--- config.mk ---
export PLATFORM = sky130hd
export DESIGN_NAME = im_area_downscale
export DESIGN_NICKNAME = d
export VERILOG_FILES = /design/src/rtl/im_area_downscale.sv
export SDC_FILE = /design/constraint.sdc
export NUM_CORES = 1
export LEC_CHECK = 0
export ABC_AREA = 0
export CAP_MARGIN = 30
export CORE_ASPECT_RATIO = 0.6
export CORE_UTILIZATION = 55
export CTS_BUF_LIST = sky130_fd_sc_hd__clkbuf_8 sky130_fd_sc_hd__clkbuf_16
export CTS_CLUSTER_DIAMETER = 60
export DETAILED_ROUTE_END_ITERATION = 12
export DONT_BUFFER_PORTS = 1
export GPL_TIMING_DRIVEN = 0
export HOLD_SLACK_MARGIN = 0.15
export PLACE_DENSITY_LB_ADDON = 0.3
export SLEW_MARGIN = 20
export SYNTH_ARGS = -nofsm -noshare
export SYNTH_HDL_FRONTEND = slang
export SYNTH_SLANG_ARGS = --single-unit
--- constraint.sdc ---
create_clock -name iclk -period 5.1 [get_ports iclk]
set_clock_uncertainty 0.2 [all_clocks]
set_input_delay 1.02 -clock iclk [delete_from_list [all_inputs] [get_ports iclk]]
set_output_delay 1.02 -clock iclk [all_outputs]
set_load 0.01 [all_outputs]
--- src/rtl/im_area_downscale.sv ---
// rtl/im_area_downscale.sv - area-averaging image downscaler between input and output frame memories
module im_area_downscale #(
  parameter int pIN_IM_WIDTH  = 640,
  parameter int pIN_IM_HEIGHT = 480,
  parameter int pAREA_LOG2_W  = 2,
  parameter int pAREA_LOG2_H  = 2,
  parameter int pCH_NUM       = 3,
  parameter int pCH_W         = 8,
  parameter int pRD_LAT       = 1,
  parameter int pROUND        = 1,
  localparam int PW = pCH_NUM * pCH_W,
  localparam int OW = pIN_IM_WIDTH >> pAREA_LOG2_W,
  localparam int OH = pIN_IM_HEIGHT >> pAREA_LOG2_H,
  localparam int IA = ($clog2(pIN_IM_WIDTH * pIN_IM_HEIGHT) > 0) ? $clog2(pIN_IM_WIDTH * pIN_IM_HEIGHT) : 1,
  localparam int OA = ($clog2(OW * OH) > 0) ? $clog2(OW * OH) : 1
) (
  input  logic          iclk,
  input  logic          irst,
  input  logic          istart,
  input  logic [IA-1:0] idata_start_ptr,
  output logic          omem_rd_en,
  output logic [IA-1:0] oaddr_rd,
  input  logic [PW-1:0] idata_rd,
  output logic          omem_wr_en,
  output logic [OA-1:0] oaddr_wr,
  output logic [PW-1:0] odata_wr,
  output logic          obusy,
  output logic          odone
);

  localparam int S     = pAREA_LOG2_W + pAREA_LOG2_H;
  localparam int AXW   = (pAREA_LOG2_W > 0) ? pAREA_LOG2_W : 1;
  localparam int AYW   = (pAREA_LOG2_H > 0) ? pAREA_LOG2_H : 1;
  localparam int OXW   = (OW > 1) ? $clog2(OW) : 1;
  localparam int OYW   = (OH > 1) ? $clog2(OH) : 1;
  localparam int ACCW  = pCH_W + S;
  localparam int WCW   = $clog2(pRD_LAT + 1);
  localparam int RND_I = (pROUND != 0 && S > 0) ? (1 << ((S > 0) ? S - 1 : 0)) : 0;

  localparam logic [AXW-1:0]  AX_LAST = AXW'((1 << pAREA_LOG2_W) - 1);
  localparam logic [AYW-1:0]  AY_LAST = AYW'((1 << pAREA_LOG2_H) - 1);
  localparam logic [OXW-1:0]  OX_LAST = OXW'(OW - 1);
  localparam logic [OYW-1:0]  OY_LAST = OYW'(OH - 1);
  localparam logic [WCW-1:0]  W_LAST  = WCW'(pRD_LAT - 1);
  localparam logic [ACCW:0]   RND     = (ACCW + 1)'(RND_I);
  localparam logic [ACCW:0]   SAT     = (ACCW + 1)'((1 << pCH_W) - 1);

  typedef enum logic [2:0] {IDLE, READ, WAIT, WRITE, DONE} state_t;

  state_t             state, state_nx;
  logic [IA-1:0]      base;
  logic [AXW-1:0]     ax;
  logic [AYW-1:0]     ay;
  logic [OXW-1:0]     ox;
  logic [OYW-1:0]     oy;
  logic [WCW-1:0]     wcnt;
  logic [pRD_LAT-1:0] vld;
  logic [ACCW-1:0]    acc [pCH_NUM];
  logic [OA-1:0]      wr_addr_q;
  logic [PW-1:0]      wr_data_q;
  logic [PW-1:0]      pix;
  logic [ACCW:0]      sum;
  logic               area_last, frame_last;

  assign area_last  = (ax == AX_LAST) && (ay == AY_LAST);
  assign frame_last = (ox == OX_LAST) && (oy == OY_LAST);

  assign omem_rd_en = (state == READ);
  assign oaddr_rd   = IA'(32'(base)
                    + (32'(oy) * 32'(1 << pAREA_LOG2_H) + 32'(ay)) * 32'(pIN_IM_WIDTH)
                    + 32'(ox) * 32'(1 << pAREA_LOG2_W) + 32'(ax));
  assign omem_wr_en = (state == WRITE);
  assign oaddr_wr   = (state == WRITE) ? OA'(32'(oy) * 32'(OW) + 32'(ox)) : wr_addr_q;
  assign odata_wr   = (state == WRITE) ? pix : wr_data_q;
  assign obusy      = (state == READ) || (state == WAIT) || (state == WRITE);
  assign odone      = (state == DONE);

  // state register
  always_ff @(posedge iclk) begin
    if (irst) state <= IDLE;
    else      state <= state_nx;
  end

  // next-state logic: one area of reads, drain the read latency, one write
  always_comb begin
    state_nx = state;
    case (state)
      IDLE:    if (istart) state_nx = READ;
      READ:    if (area_last) state_nx = WAIT;
      WAIT:    if (wcnt == W_LAST) state_nx = WRITE;
      WRITE:   state_nx = frame_last ? DONE : READ;
      DONE:    state_nx = IDLE;
      default: state_nx = IDLE;
    endcase
  end

  // per-channel rounding, shift and saturation of the accumulated area sums
  always_comb begin
    pix = '0;
    sum = '0;
    for (int c = 0; c < pCH_NUM; c++) begin
      sum = ({1'b0, acc[c]} + RND) >> S;
      if (sum > SAT) sum = SAT;
      pix[c*pCH_W +: pCH_W] = sum[pCH_W-1:0];
    end
  end

  // base latch, area/output scan counters, read-drain counter and held write outputs
  always_ff @(posedge iclk) begin
    if (irst) begin
      base      <= '0;
      ax        <= '0;
      ay        <= '0;
      ox        <= '0;
      oy        <= '0;
      wcnt      <= '0;
      wr_addr_q <= '0;
      wr_data_q <= '0;
    end else begin
      case (state)
        IDLE: if (istart) begin
          base <= idata_start_ptr;
          ax   <= '0;
          ay   <= '0;
          ox   <= '0;
          oy   <= '0;
          wcnt <= '0;
        end
        READ: begin
          wcnt <= '0;
          if (ax == AX_LAST) begin
            ax <= '0;
            if (ay == AY_LAST) ay <= '0;
            else               ay <= ay + 1'b1;
          end else begin
            ax <= ax + 1'b1;
          end
        end
        WAIT: wcnt <= wcnt + 1'b1;
        WRITE: begin
          wr_addr_q <= oaddr_wr;
          wr_data_q <= pix;
          if (ox == OX_LAST) begin
            ox <= '0;
            if (oy == OY_LAST) oy <= '0;
            else               oy <= oy + 1'b1;
          end else begin
            ox <= ox + 1'b1;
          end
        end
        default: ;
      endcase
    end
  end

  // read-valid tag pipe and channel accumulators; cleared on the write and on frame start
  always_ff @(posedge iclk) begin
    if (irst) begin
      vld <= '0;
      for (int c = 0; c < pCH_NUM; c++) acc[c] <= '0;
    end else begin
      vld <= (vld << 1) | pRD_LAT'(state == READ);
      if (state == WRITE || (state == IDLE && istart)) begin
        for (int c = 0; c < pCH_NUM; c++) acc[c] <= '0;
      end else if (vld[pRD_LAT-1]) begin
        for (int c = 0; c < pCH_NUM; c++)
          acc[c] <= acc[c] + ACCW'(idata_rd[c*pCH_W +: pCH_W]);
      end
    end
  end

endmodule
==> results of run 1 <==
## sequential cells by signal, indices dropped and copies added (netlist names)
signal / count
wr_data_q: 24
acc: 36
ay: 2
ax: 2
state: 3
oy: 7
ox: 8
vld: 1
wcnt: 1
wr_addr_q: 15
base: 19
## area by class of cell
class	instances	area (µm²)
buffer	37	149
clock buffer	18	450
clock inverter	14	124
fill	1226	5000
inverter	50	188
multi-input combinational	748	5040
sequential	118	2730
tap	192	240
timing repair buffer	2	27.5
## worst max path at each step
stage / slack (ps) / cells after the start / to
5_1_grt: 40 / 16 / oaddr_rd[17]
4_1_cts: 10 / 16 / oaddr_rd[18]
2_1_floorplan: 640 / 16 / oaddr_rd[17]
3_5_place_dp: 320 / 16 / oaddr_rd[17]
3_3_place_gp: 360 / 16 / oaddr_rd[17]
6_report: 210 / 12 / oaddr_rd[17]
## routing by layer
layer	vias up	global-route usage, %
met2	204	37.1
met3	11	7.05
met5	-	0
met1	3312	42.0
met4	0	5.45
li1	3458	-
## power groups by stage
| stage | logic, mW | clock network, mW | registers, mW |
|---|---|---|---|
| detailed placement | 0.392 | 0 | 1.08 |
| finish | 0.404 | 1.16 | 1.06 |
| global route | 0.450 | 1.21 | 1.07 |
| CTS | 0.396 | 1.16 | 1.06 |
| floorplan | 0.310 | 0 | 1.07 |
| global placement | 0.379 | 0 | 1.08 |
## cell usage after synthesis (2+ instances only)
| cell type | number |
|---|---|
| nand2b_1 | 6 |
| o31a_1 | 2 |
| and2_1 | 33 |
| a211oi_1 | 6 |
| buf_1 | 4 |
| a21boi_0 | 2 |
| a21o_1 | 15 |
| o21bai_1 | 8 |
| edfxtp_1 | 36 |
| ha_1 | 80 |
| dfxtp_1 | 82 |
| nand3_2 | 2 |
| a311oi_1 | 3 |
| a31oi_1 | 13 |
| o31ai_1 | 6 |
| nand2_1 | 119 |
| nor4b_1 | 2 |
| buf_2 | 8 |
| o211ai_1 | 3 |
| nor3b_1 | 5 |
| mux2i_1 | 5 |
| nand3_1 | 24 |
| and3_1 | 12 |
| nand4_1 | 7 |
| o22a_1 | 13 |
| a21oi_1 | 84 |
| o21a_1 | 16 |
| xor2_1 | 17 |
| nor4_1 | 6 |
| clkbuf_1 | 26 |
| inv_1 | 49 |
| or3_1 | 14 |
| nor2b_1 | 11 |
| o311ai_0 | 2 |
| a22oi_1 | 2 |
| nor3_1 | 34 |
| nor2_1 | 62 |
| fa_1 | 10 |
| nand4b_1 | 3 |
| o21ai_0 | 62 |
| nand3b_1 | 5 |
| xnor2_1 | 37 |
## what timing repair did
action / CTS / global route
gates resized for setup: 6 / 14
endpoints found under the setup margin: 2 / 5
buffers inserted: 0 / 1
pin swaps: 1 / 2
## cells by family (layout without fill, tap and decap cells)
family | after synthesis | count (layout) | share of synthesized area (%)
AND/OR/NAND/NOR | 351 | 351 | 21.6
AO/OA/AOI/OAI | 248 | 248 | 18.9
flip-flops | 118 | 118 | 33.8
adder cells (fa/ha/maj) | 90 | 90 | 14.9
buffers and inverters | 88 | 121 | 4.23
XOR/XNOR | 54 | 54 | 5.88
multiplexers | 5 | 5 | 0.622
## tightest hold or removal path, cell delays in order, from the launching register on
cell,delay (ps)
dfxtp_1,310
nand2_1,50
a21oi_1,50
==> impl_results.md, run 1 <==
* Worst-Skew Late Latency at 410 ps
* RePlAce Congestion at 0.855
* Detailed-route via count at 6985
* Initial DRC Count at 424
* DP Worst Slack at 323 ps
* Synth Cell Area at 8050 µm²
* Port bufs at 0
* Tmin final at 4890 ps
* Core area at 14000 µm²
* Ys async rst share at 0%
* Worst Setup End Kind: primary output
* RSZ-0062 raised after global routing: no
* Max-slew headroom at 50.2%
* CTS buffer count at 17
* Area leader, netlist: dfxtp_1
* Drt first pass iters at 5
* Cts hold-fix bufs at 0
* Main synth FF type: dfxtp_1
* Switching share of power at 28.7%
* Number of global-route vias before repair at 6164
* Met2 Wirelength at 7930 µm
* Worst path bufs/invs at 0
* Data arrival time of the critical path at 3670 ps
* CTS tree: built
* Hold WS at 255 ps
* FP Rows at 33
* Outcome: completed
* Sink count of the clock tree at 118
* Commonest non-fill, non-tap cell in the layout: nand2_1
* Setup_tns at 0 ps
* Worst min path class: reg2reg
* Internal cell power at 1.87 mW
* Tcrit/Tclk final at 95.8%
* Die Span Y at 95.7 µm
* Comb pwr share at 15.3%
* Pwr Total at 2.63 mW
* Global-route wire length before repair at 31700 µm
* Final setup fails at 0
* Die ar. at 15100 µm²
* Final Cell Area at 8960 µm²
* Top cells by area, synth: dfxtp_1 20%, edfxtp_1 13%, ha_1 12%
* DR WL met3 at 1630 µm
* Grt ovf at 0
* Vias per Instance at 5.92
* Share of the synthesized area in the top cell type at 20.4%
* Net load switching power at 0.755 mW
* Synth cell types at 60
* Initial core utilization at 57.6%
* Initial antenna violation count at 0
* Dpl cells at 1147
* Final Routed Wirelength at 20300 µm
* Sequential power share at 40.5%
* Syn Area/Cell at 8.43 µm²
* Transition time of the tightest slew-check pin at 740 ps
* #FFs+latches synth at 118
* Largest net degree at the start of global routing at 30
* Area growth from synthesis to layout at 11.3%
* Sequential cell area fraction in the yosys report at 33.8%
* Worst Hold Depth at 2
* R2r endpoint: wr_addr_q[11]
* Global Route Usage Sum at 27.2%
* Worst min-delay path startpoint: base[9]
* Final Max Slew Viols at 0
* CP max stage delay at 370 ps
* Drt drc at 0
* Placement-stage cell area at 8310 µm²
* Fin cells at 1179
* Max Clk Rate at 205 MHz
* R2R depth at 10
* Syn Nets at 1090
* Clk pwr share at 44.2%
* Critical path origin: ay[1]
* R2R setup slack at 2050 ps
* Fin. Hold Viols at 0
* Highest metal used: met4
* H-tree Lvls at 4
* Per-cell routed wire length at 17.2 µm
* Die W at 158 µm
* EDFF count, synth at 36
* Final core utilization at 64.2%
* Largest delay contributor family on the critical path: adder cells
* Worst path cell trace: ha_1 > ha_1 > fa_2 > xor2_1 > ha_1 > ha_1 > and3_1 > a31oi_1 > o21ai_0 > a21oi_2 > nor4b_1 > a311o_1
* Syn Inst Count at 954
* Hold path endpoint: base[9]
* Share of cells above drive strength 1 at 6.59%
* Pwr dens at 294 nW/µm²
* Startpoint types: flip-flop
* Worst EP required at 3880 ps
* Crit path kind: reg2out
* CP max-delay cell: a311o_1
* Yosys warns at 0
* Maximum vdd drop at 0.234 mV
* Clock root buffer: clkbuf_16
* Post-route ant nets at 0
* Clock Tree Buf Depth at 2
* Reg-to-Reg Start: oy[1]
* Final layout net count at 1110
* Final HPWL DP at 15400 µm
* Inserted Diodes at 0
* Met1 WL at 10600 µm
* Worst setup margin at 214 ps
* Worst-path clk slew at 60 ps
* Cell leakage power at 3.73 nW
* CP max FO at 5
* MaxCap Viol Count at 0
* Most frequent cells in the layout: 119 x nand2_1, 81 x a21oi_1, 77 x dfxtp_1, 76 x ha_1, 62 x o21ai_0
* Most used cell, CP: ha_1
* Io pins at 108
Note: power is estimated with default switching activity, not from simulation.
==> inputs of run 2 (changes only) <==
- SETUP_SLACK_MARGIN: unset -> 0.4
==> run 2 against run 1 <==
- sequential power about the same
- sequential share of layout area down 0.91 points
- first-iteration DRC count up 14%
- worst hold slack better by 4.4 ps
- flip-flop and latch count unchanged
- clock power about the same
- power up 0.50%
- non-clock buffer count up 13
- critical path depth down 1
- fmax up 3.7%
- combinational power up 4%
- cell count up 1.1%
==> impl_results.md, run 2 (synthesis results as in run 1) <==
* Tmin final at 4710 ps (-175 ps)
* H-tree Lvls at 4 (unchanged)
* Max FFs per register at 36 (unchanged)
* Drt drc at 0 (unchanged)
* Final HPWL DP at 15400 µm (unchanged)
* Largest net degree at the start of global routing at 30 (unchanged)
* Die W at 158 µm (unchanged)
* Global Route Usage Sum at 27.7% (+0.51 points)
* Reg-to-Reg Start: oy[3]
* End point of the critical path: oaddr_rd[17]
* Final Cell Area at 9270 µm² (+3.5%)
* Maximum vdd drop at 0.234 mV (-0.15%)
* Worst EP required at 3880 ps (about the same)
* Final layout net count at 1123 (+1.2%)
* Number of global-route vias before repair at 6263 (+1.6%)
* Max Clk Rate at 212 MHz (+3.7%)
* Per-cell routed wire length at 17.5 µm (+1.9%)
* Data arrival time of the critical path at 3490 ps (-180 ps)
* Pwr Total at 2.64 mW (+0.50%)
* R2R setup slack at 2190 ps (+140 ps)
* FP Rows at 33 (unchanged)
* Worst-Skew Late Latency at 410 ps (about the same)
* Setup_tns at 0 ps (unchanged)
* Port bufs at 0 (unchanged)
* Io pins at 108 (unchanged)
* Die ar. at 15100 µm² (unchanged)
* Tcrit/Tclk final at 92.4% (-3.4 points)
* Outcome: completed
* Pwr dens at 285 nW/µm² (-2.8%)
* Filler cells at 1186 (-3.3%)
* Commonest non-fill, non-tap cell in the layout: nand2_1
* Worst min-delay path startpoint: base[0]
* CP max FO at 7 (+2)
* Grt ovf at 0 (unchanged)
* Initial DRC Count at 483 (+14%)
* Vias per Instance at 5.95 (+0.37%)
* MaxCap Viol Count at 0 (unchanged)
* Biggest regs: acc (36), wr_data_q (24), base (19)
* Core area at 14000 µm² (unchanged)
* Transition time of the tightest slew-check pin at 727 ps (-12.6 ps)
* Crit path kind: reg2out
* Initial antenna violation count at 0 (unchanged)
* Share of cells above drive strength 1 at 10.4% (+3.8 points)
* Clock root buffer: clkbuf_16
* CTS buffer count at 17 (unchanged)
* Inserted Diodes at 0 (unchanged)
* Fin. Hold Viols at 0 (unchanged)
* Worst Setup End Kind: primary output
* Global-route wire length before repair at 32300 µm (+1.9%)
* R2R depth at 10 (unchanged)
* RePlAce Congestion at 0.855 (unchanged)
* Max-slew headroom at 51.1% (+0.85 points)
* Placement-stage cell area at 8310 µm² (unchanged)
* Die Span Y at 95.7 µm (unchanged)
* Cell leakage power at 3.81 nW (+2.1%)
* CTS tree: built
* Post-route ant nets at 0 (unchanged)
* Clock Tree Buf Depth at 2 (unchanged)
* Initial core utilization at 57.6% (unchanged)
* Critical path origin: ay[1]
* Most frequent cells in the layout: 118 x nand2_1, 81 x a21oi_1, 75 x dfxtp_1, 68 x ha_1, 59 x nor2_1
* Worst-path clk slew at 60 ps (about the same)
* Hold WS at 259 ps (+4.42 ps)
* Final Max Slew Viols at 0 (unchanged)
* Final core utilization at 66.4% (+2.2 points)
* Sink count of the clock tree at 118 (unchanged)
* Detailed-route via count at 7088 (+1.5%)
* RSZ-0062 raised after global routing: yes
* Drt first pass iters at 5 (unchanged)
* Area growth from synthesis to layout at 15.2%
* R2r endpoint: wr_addr_q[11]
* Final setup fails at 0 (unchanged)
* Largest Register: acc
* Startpoint types: flip-flop
* Final Routed Wirelength at 20900 µm (+3.0%)
* Worst min path class: reg2reg
run 2: how the worst min path moves through the flow:
| stage | end | depth (start not counted) |
|---|---|---|
| detailed placement | base[9] | 2 |
| global route | base[0] | 2 |
| global placement | wr_addr_q[8] | 2 |
| floorplan | base[9] | 2 |
| finish | base[0] | 2 |
| CTS | base[9] | 2 |
run 2: power by group:
| group | leakage (nW) | internal (mW) | switching (mW) |
|---|---|---|---|
| clock network | 0.288 | 0.702 | 0.459 |
| registers | 1.07 | 1.02 | 0.0437 |
| logic | 2.45 | 0.161 | 0.258 |
run 2: metal layers:
metal / track usage (%) / wire length, µm
met5: 0 / 0
met3: 7.05 / 1930
met2: 38.4 / 8410
met1: 42.5 / 10400
met4: 5.45 / 110
run 2: final cells by class:
class | count | area [µm²] | share of cell area [%]
flip-flops and latches | 118 | 2740 | 29.6
well taps | 192 | 240 | 2.59
inverters | 50 | 190 | 2.05
multi-input cells | 748 | 5230 | 56.5
clock inverters | 14 | 124 | 1.34
repair buffers | 14 | 118 | 1.27
clock buffers | 18 | 450 | 4.86
plain buffers | 38 | 165 | 1.78
run 2: worst max-delay path: stages, from the launching register on:
cell	delay, ps
dfxtp_4	370
ha_4	250
ha_4	170
fa_2	560
ha_1	230
ha_2	330
and3_4	170
a31oi_1	170
o21ai_1	110
a21oi_2	280
nor4b_2	80
a311o_1	370
run 2: timing repair:
item                                    CTS  global route
hold buffers                              0             0
gates resized for setup                  34            34
endpoints found under the setup margin    6             7
pin swaps                                12            21
setup buffers                            10             3
endpoints found under the hold margin     0             0
run 2: per-stage QoR:
stage | worst slack [ps] | std cells
global placement | 363 | 1146
detailed placement | 323 | 1147
floorplan | 639 | 954
global route | 300 | 1192
CTS | 320 | 1189
finish | 389 | 1192
==> inputs of run 3 (changes only) <==
- PLACE_DENSITY: unset -> 0.79
- PLACE_DENSITY_LB_ADDON: 0.3 -> unset
- REMOVE_ABC_BUFFERS: unset -> 1
==> run 3 against run 2 <==
- first-iteration DRC count rose by 15%
- worst hold slack got worse by 5.9 ps
- sequential power barely moved
- global-route usage fell by 2.2 points
==> impl_results.md, run 3 (synthesis results as in run 1) <==
* Drt first pass iters at 6 (+1)
* Reg-to-Reg Start: state[0]
* CP max-delay cell: dfxtp_4
* Most frequent cells in the layout: 118 x nand2_1, 80 x a21oi_1, 75 x dfxtp_1, 66 x ha_1, 59 x nor2_1
* Largest net degree at the start of global routing at 47 (+57%)
* Worst Setup End Kind: primary output
* Critical Path Stages at 16 (+5)
* Max Clk Rate at 213 MHz (+0.48%)
* CTS buffer count at 17 (unchanged)
* Max-slew headroom at 43.4% (-7.7 points)
* Clock Tree Buf Depth at 2 (unchanged)
* Port bufs at 0 (unchanged)
* R2r endpoint: oy[4]
* Largest Register: acc
* Maximum vdd drop at 0.198 mV (-15%)
* Startpoint types: flip-flop
* Filler cells at 1171 (-1.3%)
* R2R depth at 8 (-2)
* End point of the critical path: oaddr_rd[17]
* Final HPWL DP at 13400 µm (-13%)
* Commonest non-fill, non-tap cell in the layout: nand2_1
* Share of cells above drive strength 1 at 10.7% (+0.28 points)
* CTS tree: built
* Worst min path class: reg2reg
* Cell leakage power at 3.74 nW (-1.7%)
* Tcrit/Tclk final at 91.9% (-0.44 points)
* CP max stage delay at 370 ps (-190 ps)
* Worst EP required at 3880 ps (about the same)
* H-tree Lvls at 4 (unchanged)
* Worst-Skew Late Latency at 400 ps (about the same)
* Area growth from synthesis to layout at 13.9%
* Grt ovf at 0 (unchanged)
* Pwr dens at 287 nW/µm² (+0.52%)
* Die ar. at 15100 µm² (unchanged)
* Initial antenna violation count at 0 (unchanged)
* Fin. Hold Viols at 0 (unchanged)
* Final layout net count at 1087 (-3.2%)
* CP max FO at 5 (-2)
* Worst setup margin at 411 ps (+22.4 ps)
* R2R setup slack at 2070 ps (-120 ps)
* Post-route ant nets at 0 (unchanged)
* Drt drc at 0 (unchanged)
* Data arrival time of the critical path at 3470 ps (-20 ps)
* DP Worst Slack at 273 ps (-50.1 ps)
* Vias per Instance at 5.80 (-2.4%)
* Biggest regs: acc (36), wr_data_q (24), base (19)
* Critical path origin: oy[0]
* Final Max Slew Viols at 0 (unchanged)
* Clock root buffer: clkbuf_16
* Transition time of the tightest slew-check pin at 849 ps (+122 ps)
* FP Rows at 33 (unchanged)
* Worst path cell trace: ha_4 > ha_4 > a21o_1 > a21oi_2 > nor2b_2 > o21a_1 > nor2_2 > xnor2_1 > ha_1 > ha_4 > inv_2 > o21bai_4 > o21ai_2 > nand2b_1 > a21oi_1 > a311o_1
* Dpl cells at 1112 (-3.1%)
* Worst-path clk slew at 60 ps (about the same)
* Number of global-route vias before repair at 6138 (-2.0%)
* Detailed-route via count at 6706 (-5.4%)
* MaxCap Viol Count at 0 (unchanged)
* Most used cell, CP: ha_4
* Max FFs per register at 36 (unchanged)
* Io pins at 108 (unchanged)
* RSZ-0062 raised after global routing: yes
* RePlAce Congestion at 0.898 (+5.0%)
* Final setup fails at 0 (unchanged)
* Worst path bufs/invs at 1 (+1)
* Largest delay contributor family on the critical path: compound AO/OA/AOI/OAI gates
* Die Span Y at 95.7 µm (unchanged)
* Sink count of the clock tree at 118 (unchanged)
* Fin cells at 1156 (-3.0%)
* Final Routed Wirelength at 18700 µm (-11%)
* Die W at 158 µm (unchanged)
* Initial core utilization at 57.6% (unchanged)
* Multi-input logic area at 5280 µm² (+0.81%)
* Outcome: completed
* FF+latch area at 2740 µm² (about the same)
* Tmin final at 4690 ps (-22.4 ps)
* Core area at 14000 µm² (unchanged)
* Crit path kind: reg2out
* Global-route wire length before repair at 30100 µm (-6.7%)
* Inserted Diodes at 0 (unchanged)
* Hold WS at 253 ps (-5.92 ps)
* Global Route Usage Sum at 25.5% (-2.2 points)
* Per-cell routed wire length at 16.2 µm (-7.8%)
* Initial DRC Count at 556 (+15%)
[run 3: changes by cell type in the layout (fill, tap and decap cells not counted), sizes merged]
cell,change
clkbuf,-26
buf,-10
clkinv,-2
clkinvlp,+2
[run 3: power by group]
part           internal, mW  switching, mW  total [mW]
clock                 0.703          0.461        1.16
sequential             1.02         0.0533        1.07
combinational         0.162          0.230       0.392
total                  1.88          0.744        2.63
[run 3: timing repair]
action / 4_1_cts / 5_1_grt
pin swaps: 18 / 18
buffers inserted: 9 / 2
hold buffers: 0 / 0
resized for setup: 39 / 23
endpoints found under the setup margin: 5 / 6
[run 3: layer usage]
| metal | vias up | GRT usage, % | wire [µm] |
|---|---|---|---|
| met4 | 0 | 4.57 | 50 |
| met3 | 4 | 5.59 | 1310 |
| li1 | 3396 | - | - |
| met2 | 191 | 37.5 | 7730 |
| met5 | - | 0 | 0 |
| met1 | 3115 | 38.2 | 9580 |
[run 3: worst min-delay path by stage]
stage              endpoint         start  cells past startpoint  slack (ps)
5_1_grt        wr_addr_q[4]  wr_addr_q[4]                      2         280
6_report       wr_addr_q[9]  wr_addr_q[9]                      2         250
3_3_place_gp        base[9]       base[9]                      2         240
4_1_cts             base[0]       base[0]                      2         260
3_5_place_dp   wr_addr_q[4]  wr_addr_q[4]                      2         250
2_1_floorplan       base[9]       base[9]                      2         230
[run 3: cell type report]
| type | count | area share [%] |
|---|---|---|
| inverter | 50 | 2.06 |
| clock inverter | 14 | 1.37 |
| tap | 192 | 2.62 |
| sequential | 118 | 29.9 |
| timing repair buffer | 16 | 1.57 |
| multi-input combinational | 748 | 57.6 |
| clock buffer | 18 | 4.91 |
[run 3: through the flow]
stage / utilization (%) / TNS [ps] / area [µm²] / power, mW
after global routing: 65.7 / 0 / 9170 / 2.74
after detailed placement: 58.7 / 0 / 8190 / 1.46
after global placement: 58.3 / -3560 / 8130 / 1.44
after CTS: 64.6 / 0 / 9010 / 2.63
after floorplan: - / 0 / 7890 / 1.37
final: 65.7 / 0 / 9170 / 2.63
[run 3: tightest hold or removal path: stages (launching register included)]
cell and delay, ps:
dfxtp_1 290, nand2_1 60, a21oi_1 60
